## src/rtl/fleet_controller.sv

```systemverilog
// Enemy row sequencer: fleet position, march direction, alive mask and game phase,
// with one bullet/ship overlap comparator time-multiplexed across the row each frame.
module fleet_controller #(
  parameter int NUM_ENEMIES_P     = 8,
  parameter int ENEMY_W_P         = 20,
  parameter int ENEMY_H_P         = 14,
  parameter int SPACING_P         = 40,
  parameter int LEFT_START_P      = 40,
  parameter int TOP_START_P       = 60,
  parameter int STEP_PX_P         = 4,
  parameter int DROP_PX_P         = 10,
  parameter int FRAMES_PER_STEP_P = 30,
  parameter int LEFT_LIMIT_P      = 10,
  parameter int RIGHT_LIMIT_P     = 600,
  parameter int LAND_ROW_P        = 389
) (
  input  logic                             clk_i,
  input  logic                             reset_i,
  input  logic                             frame_i,
  input  logic                             start_i,
  input  logic                             bullet_active_i,
  input  logic [9:0]                       bullet_left_i,
  input  logic [9:0]                       bullet_right_i,
  input  logic [9:0]                       bullet_top_i,
  input  logic [9:0]                       bullet_bot_i,
  output logic [9:0]                       fleet_left_o,
  output logic [9:0]                       fleet_top_o,
  output logic [NUM_ENEMIES_P-1:0]         alive_mask_o,
  output logic                             hit_o,
  output logic [$clog2(NUM_ENEMIES_P)-1:0] hit_id_o,
  output logic [1:0]                       state_o,
  output logic                             landed_o,
  output logic                             cleared_o
);

  localparam int IDX_W = $clog2(NUM_ENEMIES_P);
  localparam int CNT_W = (FRAMES_PER_STEP_P > 1) ? $clog2(FRAMES_PER_STEP_P) : 1;

  typedef enum logic [1:0] {
    ST_IDLE    = 2'd0,
    ST_RUN     = 2'd1,
    ST_CLEARED = 2'd2,
    ST_LANDED  = 2'd3
  } state_t;

  state_t                   state_reg, state_next;
  logic [9:0]               fleet_left_reg, fleet_top_reg;
  logic [NUM_ENEMIES_P-1:0] alive_mask_reg;
  logic                     dir_right_reg;
  logic [CNT_W-1:0]         step_cnt_reg;
  logic                     start_prev_reg;
  logic                     scan_busy_reg;
  logic [IDX_W-1:0]         scan_idx_reg;
  logic                     commit_reg;
  logic                     hit_reg;
  logic [IDX_W-1:0]         hit_id_reg;

  logic [10:0]      ship_offset [NUM_ENEMIES_P];
  logic [10:0]      scan_left, scan_right, row_top, row_bot, right_ext, left_ext;
  logic [IDX_W-1:0] first_idx, last_idx;
  logic [9:0]       left_after, top_after;
  logic             start_edge, restart, overlap, hit_now, scan_last;
  logic             step_due, need_drop, landing, mask_empty;

  // Column offsets are constants, so the ship-index multiply becomes a table lookup.
  for (genvar gi = 0; gi < NUM_ENEMIES_P; gi++) begin : g_offset
    assign ship_offset[gi] = 11'(gi * SPACING_P);
  end

  assign start_edge = start_i & ~start_prev_reg;
  assign restart    = start_edge && (state_reg == ST_CLEARED || state_reg == ST_LANDED);

  assign scan_left  = {1'b0, fleet_left_reg} + ship_offset[scan_idx_reg];
  assign scan_right = scan_left + 11'(ENEMY_W_P);
  assign row_top    = {1'b0, fleet_top_reg};
  assign row_bot    = row_top + 11'(ENEMY_H_P);
  assign overlap    = ({1'b0, bullet_left_i}  < scan_right) && ({1'b0, bullet_right_i} > scan_left) &&
                      ({1'b0, bullet_top_i}   < row_bot)    && ({1'b0, bullet_bot_i}   > row_top);
  assign hit_now    = scan_busy_reg && bullet_active_i && alive_mask_reg[scan_idx_reg] && overlap;
  assign scan_last  = (scan_idx_reg == IDX_W'(NUM_ENEMIES_P - 1));

  always_comb begin
    first_idx = '0;
    last_idx  = '0;
    for (int i = NUM_ENEMIES_P - 1; i >= 0; i--)
      if (alive_mask_reg[i]) first_idx = IDX_W'(i);
    for (int i = 0; i < NUM_ENEMIES_P; i++)
      if (alive_mask_reg[i]) last_idx = IDX_W'(i);
  end

  // Extents come from surviving ships only, so a thinned row marches further.
  assign step_due   = (step_cnt_reg == CNT_W'(FRAMES_PER_STEP_P - 1));
  assign right_ext  = {1'b0, fleet_left_reg} + ship_offset[last_idx] + 11'(ENEMY_W_P) + 11'(STEP_PX_P);
  assign left_ext   = {1'b0, fleet_left_reg} + ship_offset[first_idx];
  assign need_drop  = dir_right_reg ? (right_ext > 11'(RIGHT_LIMIT_P))
                                    : (left_ext < 11'(LEFT_LIMIT_P + STEP_PX_P));
  assign mask_empty = (alive_mask_reg == '0);

  always_comb begin
    left_after = fleet_left_reg;
    top_after  = fleet_top_reg;
    if (step_due) begin
      if (need_drop)          top_after  = fleet_top_reg + 10'(DROP_PX_P);
      else if (dir_right_reg) left_after = fleet_left_reg + 10'(STEP_PX_P);
      else                    left_after = fleet_left_reg - 10'(STEP_PX_P);
    end
  end

  assign landing = ({1'b0, top_after} + 11'(ENEMY_H_P)) >= 11'(LAND_ROW_P);

  always_ff @(posedge clk_i or posedge reset_i) begin
    if (reset_i) state_reg <= ST_IDLE;
    else         state_reg <= state_next;
  end

  always_comb begin
    state_next = state_reg;
    case (state_reg)
      ST_IDLE: if (start_edge) state_next = ST_RUN;
      ST_RUN: begin
        if (commit_reg) begin
          if (mask_empty)   state_next = ST_CLEARED;
          else if (landing) state_next = ST_LANDED;
        end
      end
      default: if (start_edge) state_next = ST_RUN;
    endcase
  end

  always_ff @(posedge clk_i or posedge reset_i) begin
    if (reset_i) begin
      fleet_left_reg <= 10'(LEFT_START_P);
      fleet_top_reg  <= 10'(TOP_START_P);
      alive_mask_reg <= '1;
      dir_right_reg  <= 1'b1;
      step_cnt_reg   <= '0;
      start_prev_reg <= 1'b0;
      scan_busy_reg  <= 1'b0;
      scan_idx_reg   <= '0;
      commit_reg     <= 1'b0;
      hit_reg        <= 1'b0;
      hit_id_reg     <= '0;
    end else begin
      start_prev_reg <= start_i;
      hit_reg        <= 1'b0;
      if (restart) begin
        fleet_left_reg <= 10'(LEFT_START_P);
        fleet_top_reg  <= 10'(TOP_START_P);
        alive_mask_reg <= '1;
        dir_right_reg  <= 1'b1;
        step_cnt_reg   <= '0;
        scan_busy_reg  <= 1'b0;
        commit_reg     <= 1'b0;
      end else if (state_reg == ST_RUN) begin
        if (scan_busy_reg) begin
          if (hit_now) begin
            alive_mask_reg[scan_idx_reg] <= 1'b0;
            hit_reg       <= 1'b1;
            hit_id_reg    <= scan_idx_reg;
            scan_busy_reg <= 1'b0;
            commit_reg    <= 1'b1;
          end else if (scan_last) begin
            scan_busy_reg <= 1'b0;
            commit_reg    <= 1'b1;
          end else begin
            scan_idx_reg <= scan_idx_reg + IDX_W'(1);
          end
        end else if (commit_reg) begin
          commit_reg <= 1'b0;
          // A cleared row stays where it is; only a live row marches.
          if (!mask_empty) begin
            step_cnt_reg   <= step_due ? '0 : step_cnt_reg + CNT_W'(1);
            fleet_left_reg <= left_after;
            fleet_top_reg  <= top_after;
            if (step_due && need_drop) dir_right_reg <= ~dir_right_reg;
          end
        end else if (frame_i) begin
          scan_busy_reg <= 1'b1;
          scan_idx_reg  <= '0;
        end
      end
    end
  end

  assign fleet_left_o = fleet_left_reg;
  assign fleet_top_o  = fleet_top_reg;
  assign alive_mask_o = alive_mask_reg;
  assign hit_o        = hit_reg;
  assign hit_id_o     = hit_id_reg;
  assign state_o      = state_reg;
  assign landed_o     = (state_reg == ST_LANDED);
  assign cleared_o    = (state_reg == ST_CLEARED);

endmodule
```

## config.mk

```make
export PLATFORM = sky130hd
export DESIGN_NAME = fleet_controller
export DESIGN_NICKNAME = d
export VERILOG_FILES = /design/src/rtl/fleet_controller.sv
export SDC_FILE = /design/constraint.sdc
export NUM_CORES = 1
export LEC_CHECK = 0
export ABC_CLOCK_PERIOD_IN_PS = 5970
export CAP_MARGIN = 20
export CELL_PAD_IN_SITES_DETAIL_PLACEMENT = 0
export CELL_PAD_IN_SITES_GLOBAL_PLACEMENT = 1
export CORE_MARGIN = 2
export CORE_UTILIZATION = 41
export DETAILED_ROUTE_END_ITERATION = 10
export PLACE_DENSITY_LB_ADDON = 0.1
export SLEW_MARGIN = 20
export SYNTH_ARGS = -nofsm -noshare
export SYNTH_HDL_FRONTEND = slang
export SYNTH_SLANG_ARGS = --single-unit
export TNS_END_PERCENT = 1
```

## constraint.sdc

```tcl
create_clock -name clk_i -period 5.97 [get_ports clk_i]
set_input_delay 1.4925 -clock clk_i [delete_from_list [all_inputs] [get_ports clk_i]]
set_output_delay 1.4925 -clock clk_i [all_outputs]
set_load 0.05 [all_outputs]
```

# Yosys cells after proc, flatten, opt, wreduce, memory -nomap -nowiden
# Memories as Yosys holds them, arrays and structs flattened.
# Index checks and enable logic that the tools add are counted.
# totals
register_bits	46
rom_bits	264
inputBits	45
output_inout_bits	36
wordCells	173
mem_count	3
# op_classes
add_sub_neg	13
order_cmp	12
eq_ne	14
mux	83
bitwise_logic	9
reduce_logical	27
# mem_list
memory	words	word_bits	read_ports	rd_ports_with_merged_regs	write_ports	line_no	text
(name not given)	8	11	1	0	0	94	assign left_ext = {1'b0, fleet_left_reg} + ship_offset[first_idx];
(name not given)	8	11	1	0	0	93	assign right_ext = {1'b0, fleet_left_reg} + ship_offset[last_idx] + 11'(ENEMY_W_P) + 11'(STEP_PX_P);
(name not given)	8	11	1	0	0	73	assign scan_left = {1'b0, fleet_left_reg} + ship_offset[scan_idx_reg];
# op_table
op	n
$mux W10	15
$mux W11	6
$mux W3	19
$add A10 B11 Y11	3
$mux W8	4
$mux W5	6
$mux W1	26
$add A10 B4 Y11 const B	2
$add A11 B5 Y11 const B	2
$lt A10 B11 Y1	2
$reduce_bool A2 Y1	8
$ge A4 B4 Y1 const B	3
$ne A2 B2 Y1 const B	6
$not A3 Y4	3
$reduce_and A6 Y1	2
$add A11 B3 Y11 const B	1
$ge A11 B9 Y1 const B	1
$gt A10 B11 Y1	1
$gt A11 B10 Y1 const B	1
$lt A11 B4 Y1 const B	1
$add A10 B3 Y10 const B	1
$add A10 B4 Y10 const B	1
$gt A10 B10 Y1	1
$mux W2	5
other kinds (25)	38

# Depth between registers and ports, before layout
# Gate-level depths: netlist (run 1).
# logic_depth
ltp_word	24
depth_mapped	24
depth_no_buf	23

# Worst setup path after synthesis (run 1)
# No wires, ideal clock.
# synth_timing
kind	reg2reg
from	reg alive_mask_reg[7], in the netlist alive_mask_o[7]
to	reg state_reg[1], in the netlist state_o[1]
arrival_time_ns	5.071
required_time_ns	5.875
path_slack_ns	0.804
stages_incl_launch_ff	20
n_path_buf	0
period_less_slack_ns	5.166
cell_sequence	dfstp_2 > nor2_1 > o31a_1 > nor3_1 > ha_1 > nand2b_1 > a21boi_0 > ha_1 > or4_4 > a2111oi_4 > a31oi_1 > nand2b_1 > nor3_2 > mux2i_1 > ha_1 > a32oi_1 > nand2b_1 > o311a_1 > o32a_1 > o31ai_1
# synth_between
elab_chain_len	21
word_cells_on_any_way	34
classes_between	add/sub (5); order compare (3); eq/ne (1); mux (19); bitwise (2); reduce/logical (2); memory (2)
# synth_rtl
item	line_no	text
start, declared	48	logic [NUM_ENEMIES_P-1:0] alive_mask_reg;
start signal, assigned	134	alive_mask_reg <= '1;
start signal, assigned	149	alive_mask_reg <= '1;
start signal, assigned by index	157	alive_mask_reg[scan_idx_reg] <= 1'b0;
parallel branches: the longest is 21 deep, another holds $mem_v2 Z8 W11	n/a	
end signal, assigned	113	else state_reg <= state_next;
end, declared	46	state_t state_reg, state_next;
# Parallel ways; which one is timed is not known. The select of a mux whose other input is x is not followed.
# A chain may end at the register's enable or synchronous reset.

# Worst setup path after layout (run 1)
# Ends and elaborated chain as after synthesis.

==> results.yml, run 1 <==
outcome:
  status: "complete, no violations"
sta:
  setup-tns-final_ns: 0
  holdWs_ns: 0.465
  rsz0062_at_grt: "no"
  max_freq_ghz: 0.179
  maxSlewViolCount: 0
  timing.final.crit_share_pct: 93.4
  setup_viol: 0
  tightest_slew_ns: 0.823
  fin_crit_ns: 5.58
  skew_ns: 0.00643
  relSlewSlack_pct: 44.7
  hold_viol_final: 0
global_routing:
  grt_max_degree: 44
  antenna_found_initial: 0
  grt_overflow: 0
  grt_first_pass_wirelength_mm: 19.6
  first_global_vias: 3983
  track_usage_pct: 20.6
synth:
  yosys.area.top_type: "ha_1"
  synthArstFlopShare_pct: 100
  netlist_area_um2: 4620
  yosys.area.top_type_share_pct: 20.3
  yosysWarnings: 0
  synth-edff-count: 0
  ys.flop_type: "dfrtp_1"
  ys_top_cells_by_count: "ha_1, nor2_1, inv_1"
  synthCells: 528
  yosysSeqAreaShare_pct: 23.7
  yosysUniqueCellTypes: 73
  synth.avg_cell_area_um2: 8.75
  yosysMostFrequentCell: "ha_1"
  synth.area.top_cells: "ha_1, dfrtp_1, dfstp_2"
  ys_ff_latch: 43
hold_path:
  worstHoldPathType: "reg2reg"
  holdCritStartpoint: "step_cnt_reg[4]"
  hold_depth: 1
  holdPathEnd: "step_cnt_reg[4]"
worst_setup_path:
  r2r-end: "state_o[1]"
  required_ns: 6.16
  cp-start-kind: "flop"
  worstSetupPathType: "reg2reg"
  crit_fanout: 8
  reg2reg_from: "alive_mask_o[7]"
  end_kind: "flop"
  r2r_setup_slack_ns: 0.39
  arrival_ns: 5.77
  reg2regPathDepth: 19
cts:
  cts_sinks: 43
  cts_tree: "built"
  ctsResizeCount: 0
  path_clk_slew_ns: 0.06
  cts-htree-levels: 2
  clock_path_buffers: 2
  post_cts_buffers: 0
  root_buffer: "clkbuf_16"
  worstSkewPairLatency_ns: 0.28
  cts_buffers: 5
  cts-hold-fix-buffers: 0
finish:
  final_nets: 724
  design_area_um2: 5640
  layout-drive-gt1-share_pct: 7.99
  largest_reg_flops: 9
  diodes: 0
  nFillCells: 1071
  area_delta_synth_final_pct: 22.1
power_and_ir_drop:
  leakage_nw: 2.52
  combPwrFrac_pct: 70.8
  clkPwrFrac_pct: 9.4
  pwr-share-seq_pct: 19.8
  p_per_area_nw_per_um2: 586
  p_sw_w: 0.00169
  p_int_w: 0.00161
  sw_frac_of_total_pct: 51.2
  peakVddDrop_uv: 351
drt:
  via_per_inst: 5.59
  routedWlPerCell_um: 16.2
  wl_mm: 12.0
  drt-initial-drc-count: 163
  drc: 0
  drtPass1Iterations: 4
  ant_nets: 0
  vias: 4144
die:
  pin_count: 81
  start_util_pct: 42.2
  core_um2: 10900
  fp.dieH_um: 110
  num_rows: 38
  die_x_um: 110
  dieArea_um2: 12100
place:
  hpwl_mm: 9.49
  numPortBuffers: 74
  placed_area_um2: 5470
  gp_congestion: 0.838
job:
  maxCapViolations: 0
==> power groups by stage <==
stage	logic [W]	clock network, W	registers [W]
final	0.00234	0.000312	0.000654
after global placement	0.00230	0	0.000659
after detailed placement	0.00233	0	0.000660
after global routing	0.00261	0.000328	0.000685
after floorplan	0.00159	0	0.000818
after CTS	0.00235	0.000320	0.000657
==> worst max-delay path: stages, from the launching register on <==
cell and delay (ns):
dfstp_2 0.59, nor2_1 0.08, o31a_1 0.24, nor3_1 0.35, ha_1 0.31, nand2b_1 0.07, a21boi_0 0.09, ha_1 0.30
or4_4 0.52, a2111oi_4 0.31, a31oi_1 0.22, nand2b_1 0.28, nor3_2 0.54, mux2i_1 0.19, ha_1 0.28, a32oi_1 0.26
nand2b_1 0.16, o311a_1 0.30, o32a_1 0.32, o31ai_1 0.06
==> metrics by stage <==
step | total power (W) | instances | setup slack (ns) | utilization (%)
2_1_floorplan | 0.00241 | 530 | 0.804 | -
3_3_place_gp | 0.00296 | 733 | 0.467 | 50.1
3_5_place_dp | 0.00299 | 733 | 0.430 | 50.1
4_1_cts | 0.00333 | 741 | 0.406 | 51.6
5_1_grt | 0.00362 | 741 | 0.0366 | 51.6
6_report | 0.00330 | 741 | 0.393 | 51.6
==> cell type report <==
cell class / instances / area, µm² / area share (%)
inverters: 41 / 154 / 2.73
flip-flops and latches: 43 / 1090 / 19.4
clock inverters: 3 / 38.8 / 0.688
multi-input cells: 428 / 3260 / 57.8
well taps: 140 / 175 / 3.11
clock buffers: 5 / 125 / 2.22
repair buffers: 81 / 793 / 14.1
==> cell usage in the layout (no fill, tap or decap), types with 15 or more instances in the layout <==
master           count
nand2_1             15
clkdlybuf4s50_1     74
nand3_1             18
nor2_1              56
dfrtp_1             28
a21oi_1             29
ha_1                75
inv_1               39
xnor2_1             28
o21ai_0             33
nor3_1              16
dfstp_2             15
==> routing by layer <==
| metal | global-route usage, % | vias up | share of wire, % | wire length (µm) |
|---|---|---|---|---|
| li1 | - | 2060 | - | - |
| met1 | 26.0 | 2014 | 45 | 5360 |
| met2 | 38.9 | 66 | 52 | 6220 |
| met3 | 2.29 | 4 | 3.1 | 377 |
| met4 | 2.41 | 0 | 0.40 | 48 |
| met5 | 0 | - | 0 | 0 |
==> worst max path at each step <==
| stage | startpoint | endpoint | slack [ns] | cells past startpoint |
|---|---|---|---|---|
| final | alive_mask_o[7] | state_o[1] | 0.39 | 19 |
| after global placement | alive_mask_o[7] | state_o[1] | 0.47 | 19 |
| after CTS | alive_mask_o[7] | state_o[1] | 0.41 | 19 |
| after global routing | alive_mask_o[7] | state_o[1] | 0.04 | 19 |
| after detailed placement | alive_mask_o[7] | state_o[1] | 0.43 | 19 |
| after floorplan | alive_mask_o[7] | state_o[1] | 0.80 | 19 |
==> kinds of logic after synthesis <==
family,Yosys count,synth area share [%]
adder cells (fa/ha/maj),79,22.1
XOR/XNOR,39,7.40
buffers and inverters,59,5.93
AND/OR/NAND/NOR,157,17.5
flip-flops,43,23.7
AO/OA/AOI/OAI,136,19.7
other,1,0.0812
multiplexers,14,3.68
No activity file was read; power rests on OpenSTA's default activity.
==> inputs of run 2 (changes only) <==
--- a/config.mk
+++ b/config.mk
@@ -10,9 +10,12 @@
 export CELL_PAD_IN_SITES_DETAIL_PLACEMENT = 0
 export CELL_PAD_IN_SITES_GLOBAL_PLACEMENT = 1
 export CORE_MARGIN = 2
-export CORE_UTILIZATION = 41
+export CORE_UTILIZATION = 49
 export DETAILED_ROUTE_END_ITERATION = 10
+export DONT_BUFFER_PORTS = 1
 export PLACE_DENSITY_LB_ADDON = 0.1
+export REMOVE_ABC_BUFFERS = 1
+export SKIP_CTS_REPAIR_TIMING = 1
 export SLEW_MARGIN = 20
 export SYNTH_ARGS = -nofsm -noshare
 export SYNTH_HDL_FRONTEND = slang
==> results.yml, run 2 (synthesis results as in run 1) <==
die:
  pin_count: 81
  dieArea_um2: 10200
  die_x_um: 101
  start_util_pct: 50.2
  core_um2: 9200
  fp.dieH_um: 101
  num_rows: 35
drt:
  routedWlPerCell_um: 17.3
  ant_nets: 0
  drc: 0
  vias: 3877
  drtPass1Iterations: 5
  wl_mm: 11.1
  drt-initial-drc-count: 242
  via_per_inst: 6.04
outcome:
  status: "complete, no violations"
global_routing:
  grt_overflow: 0
  track_usage_pct: 22.7
  first_global_vias: 3864
  antenna_found_initial: 0
  grt_max_degree: 44
  grt_first_pass_wirelength_mm: 18.5
worst_setup_path:
  r2r-end: "state_o[1]"
  worstSetupPathType: "reg2reg"
  end_kind: "flop"
  reg2reg_from: "alive_mask_o[6]"
  required_ns: 6.16
  critPathLaunch: "alive_mask_o[6]"
  cp-endpoint: "state_o[1]"
  cp-start-kind: "flop"
  reg2regPathDepth: 22
  r2r_setup_slack_ns: 0.49
  arrival_ns: 5.67
  crit_fanout: 6
power_and_ir_drop:
  p_per_area_nw_per_um2: 640
  peakVddDrop_uv: 258
  fin_total_pwr_w: 0.00312
  leakage_nw: 2.25
sta:
  hold_viol_final: 0
  rsz0062_at_grt: "no"
  max_freq_ghz: 0.182
  setup_viol: 0
  timing.final.crit_share_pct: 91.9
  tightest_slew_ns: 0.874
  maxSlewViolCount: 0
  relSlewSlack_pct: 41.5
  skew_ns: 0.0149
  setup-tns-final_ns: 0
  fin_crit_ns: 5.48
cts:
  cts_buffers: 5
  path_clk_slew_ns: 0.10
  cts_sinks: 43
  clock_path_buffers: 2
  worstSkewPairLatency_ns: 0.30
  cts_tree: "built"
  root_buffer: "clkbuf_8"
  cts-htree-levels: 2
finish:
  final_util_pct: 53.0
  stdcell_count: 642
  multiInputGateArea_um2: 3270
  largest_reg_flops: 9
  area_delta_synth_final_pct: 5.64
  diodes: 0
  layout_commonest_cell: "ha_1"
  final_nets: 654
  nFillCells: 874
  regArea_um2: 1090
  final_cell_mix: "ha_1, nor2_1, inv_1"
  design_area_um2: 4880
  layout-drive-gt1-share_pct: 10.2
place:
  numPortBuffers: 0
  dp_cells: 634
  gp_congestion: 0.883
  placed_area_um2: 4730
  hpwl_mm: 8.73
hold_path:
  worstHoldPathType: "reg2reg"
  holdCritStartpoint: "step_cnt_reg[4]"
  hold_depth: 1
job:
  maxCapViolations: 0
## run 2: cell count changes in the layout (fill, tap and decap cells not counted), moves of 4 or more
cell / before / now
clkbuf_8: 0 / 5
clkbuf_16: 5 / 0
clkdlybuf4s50_1: 74 / 0
buf_4: 7 / 11
## run 2: final cells by class
| class | count | area share [%] |
|---|---|---|
| clock inverter | 3 | 1.46 |
| inverter | 41 | 3.15 |
| clock buffer | 5 | 1.41 |
| tap | 111 | 2.85 |
| timing repair buffer | 11 | 1.69 |
| multi-input combinational | 428 | 67.0 |
| sequential | 43 | 22.4 |
## run 2: how the worst min path moves through the flow
stage / end / slack (ns)
after floorplan: step_cnt_reg[4] / 0.44
after global placement: step_cnt_reg[4] / 0.47
after detailed placement: step_cnt_reg[4] / 0.47
after CTS: step_cnt_reg[4] / 0.48
after global routing: step_cnt_reg[4] / 0.50
final: step_cnt_reg[4] / 0.47
## run 2: worst max-delay path, cell delays in order (launching register included)
cell and delay, ns:
dfstp_2 0.74, inv_1 0.10, a21oi_1 0.15, nor2_1 0.05
nor2_1 0.08, nor2_1 0.07, nor2_1 0.11, nor2_1 0.07
ha_1 0.30, nand2b_1 0.05, a21boi_0 0.18, ha_1 0.26
or4_4 0.53, a2111oi_4 0.32, a31oi_1 0.24, nand2b_1 0.33
nor3_4 0.31, buf_4 0.19, mux2i_1 0.34, xnor2_1 0.10
or4b_2 0.60, o21ai_0 0.18, o31ai_1 0.08
## run 2: routing by layer
metal  share of wire (%)  routed length (µm)  up-vias  GRT usage, %
li1                    -                   -     1927             -
met5                   0                   0        -             0
met2                  50                5580       90          40.4
met4                 1.2                 136        0          4.57
met3                 4.2                 466       12          3.61
met1                  44                4900     1848          28.9
## run 2: power by group
part	switching [W]	internal [W]	leakage, nW
sequential	0.000460	0.000417	0.521
clock	0.000114	0.000170	0.0703
combinational	0.00110	0.000860	1.66
## run 2: metrics by stage
step	hold WS [ns]	worst slack, ns
2_1_floorplan	0.443	0.517
3_3_place_gp	0.465	0.517
3_5_place_dp	0.466	0.406
4_1_cts	0.482	0.408
5_1_grt	0.498	0.0523
6_report	0.474	0.485
